$ cat config.mk
export PLATFORM = sky130hd
export DESIGN_NAME = rf_write_arbiter
export DESIGN_NICKNAME = d
export VERILOG_FILES = /design/src/rtl/rf_write_arbiter.sv
export SDC_FILE = /design/constraint.sdc
export NUM_CORES = 1
export LEC_CHECK = 0
export ABC_CLOCK_PERIOD_IN_PS = 4700
export CORE_ASPECT_RATIO = 0.6
export CORE_UTILIZATION = 60
export CTS_CLUSTER_DIAMETER = 80
export CTS_CLUSTER_SIZE = 25
export DETAILED_ROUTE_END_ITERATION = 10
export DONT_BUFFER_PORTS = 1
export PLACE_DENSITY = 0.87
export SYNTH_ARGS = -nofsm -noshare
export SYNTH_HDL_FRONTEND = slang
export SYNTH_SLANG_ARGS = --single-unit
$ cat constraint.sdc
create_clock -name clk -period 4.7 [get_ports clk]
set_input_delay 0.94 -clock clk [delete_from_list [all_inputs] [get_ports clk]]
set_output_delay 0.94 -clock clk [all_outputs]
set_load 0.01 [all_outputs]
$ cat src/rtl/rf_write_arbiter.sv
// rf_write_arbiter: round-robin sharing of the register file's single write
// port between two requesters. Every output is a flop, and a request whose
// ack is going out this cycle is masked so it is never written twice.
module rf_write_arbiter #(
  parameter int WIDTH  = 8,
  parameter int ADDR_W = 3,
  parameter int CNT_W  = 16
) (
  input  logic              clk,
  input  logic              reset,
  input  logic              req0,
  input  logic [ADDR_W-1:0] addr0,
  input  logic [WIDTH-1:0]  data0,
  input  logic              req1,
  input  logic [ADDR_W-1:0] addr1,
  input  logic [WIDTH-1:0]  data1,
  output logic              ack0,
  output logic              ack1,
  output logic              rf_we,
  output logic [ADDR_W-1:0] rf_addr,
  output logic [WIDTH-1:0]  rf_data,
  output logic [CNT_W-1:0]  write_count
);

  logic last_grant;
  logic elig0;
  logic elig1;
  logic grant_any;
  logic winner;

  // Eligibility masks a request whose ack is being delivered; on contention
  // the requester that did not win last time gets the port.
  always_comb begin
    elig0     = req0 & ~ack0;
    elig1     = req1 & ~ack1;
    grant_any = elig0 | elig1;
    winner    = 1'b0;
    if (elig0 && elig1) begin
      winner = ~last_grant;
    end else if (elig1) begin
      winner = 1'b1;
    end
  end

  // Registered write port, acks, grant history and saturating write counter.
  always_ff @(posedge clk) begin
    if (reset) begin
      rf_we       <= 1'b0;
      rf_addr     <= '0;
      rf_data     <= '0;
      ack0        <= 1'b0;
      ack1        <= 1'b0;
      write_count <= '0;
      last_grant  <= 1'b1;
    end else if (grant_any) begin
      rf_we      <= 1'b1;
      rf_addr    <= winner ? addr1 : addr0;
      rf_data    <= winner ? data1 : data0;
      ack0       <= ~winner;
      ack1       <= winner;
      last_grant <= winner;
      if (write_count != {CNT_W{1'b1}}) begin
        write_count <= write_count + 1'b1;
      end
    end else begin
      rf_we <= 1'b0;
      ack0  <= 1'b0;
      ack1  <= 1'b0;
    end
  end

endmodule

==> impl_metrics.yaml, run 1 <==
outcome:
  status: "completed"
sta:
  finalSetupViolations: 0
  fmax_mhz: 484.2
  hold_viol_final: 0
  worst_clock_skew_ps: 4.050
  setup_tns_ps: 0
  fin_crit_sh_pct: 43.94
  worst_pin_slew_ps: 832.0
  slew_headroom_pct: 44.40
  post-route-min-period_ps: 2065
  rsz0062_at_grt: "no"
  slew_viol_final: 0
critical_path:
  critPathBufInv: 0
  crit_fanout: 7
  worstPathRequired_ps: 4870
  path_cells: "nor2b_1, o2111ai_1, nor4_1, mux2_1"
  end_kind: "flop"
  startpoint_type: "input port"
  cpMaxStageDelayCell: "nor2b_1"
  path_delay_family: "simple AND/OR/NAND/NOR gates"
  max_stage_delay_ps: 360
  rrSetupSlack_ps: 2810
  arrival_ps: 2230
  reg2reg_from: "write_count[2]$_SDFFE_PP0P_"
  path_class: "input port to flop"
  cp-startpoint: "req1"
logic_synthesis:
  ys.flop_type: "dfxtp_1"
  ys_seq_area_share_pct: 41.47
  synth_edf_count: 0
  ys_warn_count: 0
  async_flop_share_pct: 0
  synth_area_leaders: "dfxtp_1 41%, mux2i_1 8.0%, a211oi_1 7.0%"
  syn_nets: 189
  ys_seq_elements: 31
  avgSynthCellArea_um2: 9.237
  synth_cell_types: 38
  synthCells: 162
  synth_top_cell_by_area: "dfxtp_1"
  synth_top_area_share_pct: 41.47
  synth_area_mm2: 0.001496
cells_and_area:
  final_common_cell: "dfxtp_1"
  layout_common_cells: "31 x dfxtp_1, 21 x nor2_1, 14 x a211oi_1"
  fin_nets: 189
  final_cell_count_no_fill: 193
  insertedDiodeCount: 0
  syn_to_final_growth_pct: 8.110
  drive_above_1_share_pct: 10.43
clocking:
  cts_tree: "yes"
  clkLatencyLatePin_ps: 280
  post_cts.repair.setup_buffers: 0
  hold_buffers: 0
  ctsRootBufferMaster: "clkbuf_8"
  clkSinkCount: 31
  clk_transition_reported_paths_ps: 60
  cts.path.max_buffers: 2
  cts-resized-gates: 0
  numCtsBuffers: 5
  htreeDepth: 2
drt:
  avgRoutedWirePerCell_um: 16.39
  first_pass_iters: 4
  vias: 1243
  first_iter_violations: 77
  viasPerCell: 6.440
  drt-total-wl_um: 3163
  drc: 0
  detail-route-antenna-nets: 0
place:
  numPortBuffers: 0
  dp.cells: 185
  gp_congestion: 0.7699
  dp_hpwl_um: 2285
global_routing:
  grt-busiest-layer: "met2"
  grt_pass1_vias: 1028
  grt_max_degree: 36
  gr-usage-met2_pct: 38.78
  grt_first_pass_wirelength_um: 4705
  grt_util_met3_pct: 10.56
  grtUsageMet1_pct: 30.87
  overflow: 0
  grt_usage_pct: 24.56
  antenna_found_initial: 0
pwr:
  p_leak_nw: 0.6173
  pwr-share-clk_pct: 43.3
  power_frac_comb_pct: 8.5
  p_int_uw: 473.1
  power_switching_uw: 147.3
  seq_power_share_pct: 48.3
  vdd.ir_drop.worst_mv: 0.2368
  p_sw_share_pct: 23.74
  power_density_mw_per_mm2: 383.5
floorplanning:
  fp.dieW_um: 66.47
  rows: 13
  coreArea_mm2: 0.002261
  initial_core_util_pct: 66.19
  ios: 56
  die-area_mm2: 0.002704
  dieHeight_um: 40.69
hold_path:
  worstHoldStart: "last_grant$_SDFFE_PP1P_"
  hp-class: "flop to flop"
run:
  cap_violations: 0
-- layout make-up --
type	instances	area [um^2]
sequential	31	620.6
inverter	2	7.507
fill	174	643.1
tap	30	37.54
multi-input combinational	122	834.6
clock buffer	6	82.58
clock inverter	2	35.03
-- registers in the layout, indices dropped and copies added, names as in the netlist --
register     cells
write_count     16
rf_data          8
rf_addr          3
ack0             1
ack1             1
last_grant       1
rf_we            1
-- cell usage after synthesis, types with 3 or more instances --
library cell   n
nand3_1        3
mux2i_1       12
nor3_1         5
a211oi_1      14
or3_1          5
nand2b_1       5
o21ai_0        5
nor2_1        21
dfxtp_1       31
nor4_1         3
a21oi_1        9
mux2_1         3
nand2_1        5
nor2b_1        6
clkbuf_1       5
-- logic make-up (layout without fill, tap and decap cells) --
family,after synthesis,after routing,synth area share (%)
AOI/OAI and AO/OA,39,39,18.65
adders and majority gates,1,1,0.8360
buffers and inverters,9,10,2.759
DFF,31,31,41.47
muxes,16,16,11.29
and+or+nand+nor,66,66,25.00
-- power groups by stage --
stage / sequential (mW) / clock [mW] / combinational [mW]
2_1_floorplan: 0.301 / 0 / 0.0494
3_3_place_gp: 0.304 / 0 / 0.0488
3_5_place_dp: 0.305 / 0 / 0.0522
4_1_cts: 0.299 / 0.271 / 0.0528
5_1_grt: 0.302 / 0.284 / 0.0580
6_report: 0.299 / 0.268 / 0.0526
-- worst reg2reg max path: stages, from the launching register on --
cell,delay [ps]
dfxtp_1,540
and4_4,350
o2111ai_1,270
nor4_1,280
mux2_1,340
-- per-layer routing --
layer | part of all wire [%] | up-vias
met1 | 45 | 564
met3 | 8.8 | 2
met5 | 0 | -
li1 | - | 613
met4 | 0.44 | 0
met2 | 46 | 64
-- stage by stage --
stage                     util [%]  power [mW]  cell area, um^2  hold slack (ps)  worst slack (ps)
after CTS                    71.56      0.6234             1618            481.0              2644
after detailed placement     66.35      0.3572             1500            462.9              2358
after floorplan                  -      0.3501             1496            438.3              2529
after global placement       66.35      0.3532             1500            438.7              2391
after global routing         71.56      0.6439             1618            511.9              2559
final                        71.56      0.6204             1618            478.2              2635
-- worst paths after layout --
kind,to,cells past startpoint
worst max register to register,write_count[14]$_SDFFE_PP0P_,4
worst min register to register,last_grant$_SDFFE_PP1P_,2
worst min-delay path,last_grant$_SDFFE_PP1P_,2
worst max-delay path,write_count[14]$_SDFFE_PP0P_,4
Power figures use the tool's default switching activity.
==> run 2, diff against run 1 <==
--- a/config.mk
+++ b/config.mk
@@ -5,7 +5,7 @@
 export SDC_FILE = /design/constraint.sdc
 export NUM_CORES = 1
 export LEC_CHECK = 0
-export ABC_CLOCK_PERIOD_IN_PS = 4700
+export ABC_CLOCK_PERIOD_IN_PS = 2000
 export CORE_ASPECT_RATIO = 0.6
 export CORE_UTILIZATION = 60
 export CTS_CLUSTER_DIAMETER = 80
==> constraint.sdc (replaced) <==
create_clock -name clk -period 2 [get_ports clk]
set_input_delay 0.4 -clock clk [delete_from_list [all_inputs] [get_ports clk]]
set_output_delay 0.4 -clock clk [all_outputs]
set_load 0.01 [all_outputs]
==> impl_metrics.yaml, run 2 (same netlist as run 1, synthesis figures left out) <==
outcome:
  status: "completed"
drt:
  first_iter_violations: 121
  detail-route-antenna-nets: 0
  viasPerCell: 6.495
  wl_met3_um: 315
  drt-total-wl_um: 3426
  vias: 1312
  wl_met2_um: 1628
  topRoutingLayerUsed: "met4"
  drc: 0
  wl_met1_um: 1437
  avgRoutedWirePerCell_um: 16.96
  first_pass_iters: 4
floorplanning:
  dieHeight_um: 40.69
  coreArea_mm2: 0.002261
  die-area_mm2: 0.002704
  rows: 13
  initial_core_util_pct: 66.19
  fp.dieW_um: 66.47
  ios: 56
pwr:
  vdd.ir_drop.worst_mv: 0.4752
  power_density_mw_per_mm2: 925.0
  p_leak_nw: 0.6681
place:
  dp_hpwl_um: 2465
  gp_congestion: 0.8485
  dp.cells: 194
  numPortBuffers: 0
  placed_cell_area_mm2: 0.001568
global_routing:
  grt_max_degree: 36
  grt_first_pass_wirelength_um: 5264
  grt_usage_pct: 27.42
  grt_pass1_vias: 1139
  overflow: 0
  antenna_found_initial: 0
hold_path:
  worst_hold_path.endpoint: "write_count[12]$_SDFFE_PP0P_"
  worstHoldStart: "reset"
  hp-class: "input port to flop"
  hold_depth: 1
sta:
  slew_headroom_pct: 62.43
  post-route-min-period_ps: 1899
  fin_crit_sh_pct: 94.95
  worst_clock_skew_ps: 4.680
  setup_tns_ps: 0
  fmax_mhz: 526.6
  worst_pin_slew_ps: 562.4
  finalSetupViolations: 0
  hold_viol_final: 0
  slew_viol_final: 0
  rsz0062_at_grt: "no"
cells_and_area:
  final.fill_count: 149
  top_regs: "write_count (16), rf_data (8), rf_addr (3)"
  largest_reg_flops: 16
  drive_above_1_share_pct: 14.53
  fin_nets: 198
  layout_common_cells: "31 x dfxtp_1, 21 x nor2_1, 14 x a211oi_1"
  final_common_cell: "dfxtp_1"
  regMostFlops: "write_count"
  final_cell_count_no_fill: 202
  syn_to_final_growth_pct: 13.63
  insertedDiodeCount: 0
  fin_area_mm2: 0.001700
critical_path:
  path_cells: "nand4_1, nor3b_1, a21oi_1, a211oi_1"
  reg2reg_to: "write_count[2]$_SDFFE_PP0P_"
  rrSetupSlack_ps: 100
  r2r_cells: 4
  end_kind: "flop"
  max_stage_delay_ps: 600
  cp-startpoint: "write_count[13]$_SDFFE_PP0P_"
  worstPathRequired_ps: 2200
  cpMaxStageDelayCell: "nor3b_1"
  crit_fanout: 6
  startpoint_type: "flop"
  arrival_ps: 2100
  critPathBufInv: 0
  path_class: "flop to flop"
  reg2reg_from: "write_count[13]$_SDFFE_PP0P_"
  path_delay_family: "simple AND/OR/NAND/NOR gates"
clocking:
  clk_transition_reported_paths_ps: 70
  clkLatencyLatePin_ps: 290
  hold_buffers: 0
  post_cts.repair.setup_buffers: 0
  cts-resized-gates: 0
  htreeDepth: 2
  cts.path.max_buffers: 2
  clkSinkCount: 31
  numCtsBuffers: 5
  ctsRootBufferMaster: "clkbuf_8"
  cts_tree: "yes"
run:
  cap_violations: 0
run 2: cell type report:
type	instances	area (um^2)	share of cell area (%)
Sequential cell	31	620.6	36.50
Tap cell	30	37.54	2.208
Inverter	2	7.507	0.4415
Clock inverter	2	60.06	3.532
Timing Repair Buffer	9	67.56	3.974
Multi-Input combinational cell	122	834.6	49.08
Clock buffer	6	72.57	4.268
run 2: worst max path at each step:
stage,endpoint,slack (ps),depth (start not counted)
after floorplan,write_count[15]$_SDFFE_PP0P_,350,4
after global placement,write_count[13]$_SDFFE_PP0P_,250,4
after detailed placement,write_count[13]$_SDFFE_PP0P_,140,4
after CTS,write_count[2]$_SDFFE_PP0P_,140,4
after global routing,write_count[14]$_SDFFE_PP0P_,10,4
final,write_count[2]$_SDFFE_PP0P_,100,4
run 2: stage by stage:
stage,total power [mW],setup WS [ps],util [%],hold WS [ps]
finish,1.573,101.1,75.21,179.9
global route,1.626,12.36,75.21,166.1
CTS,1.578,144.8,75.21,171.8
detailed placement,0.8501,142.4,69.34,472.2
global placement,0.8405,249.7,69.34,439.8
floorplan,0.8226,351.1,-,438.3
run 2: worst register-to-register path, cell delays in order (launching register included):
cell	delay (ps)
dfxtp_1	470
nand4_1	360
nor3b_1	600
a21oi_1	140
a211oi_1	240
run 2: power by group:
group | switching (mW) | internal (mW)
Sequential | 0.0401 | 0.655
Clock | 0.239 | 0.498
Combinational | 0.0768 | 0.0645
Total | 0.356 | 1.22
run 2: per-layer routing:
layer  global-route usage [%]  vias to the layer above
li1                         -                      624
met1                    32.49                      622
met2                    46.43                       61
met3                    12.22                        5
met4                    7.979                        0
met5                        0                        -
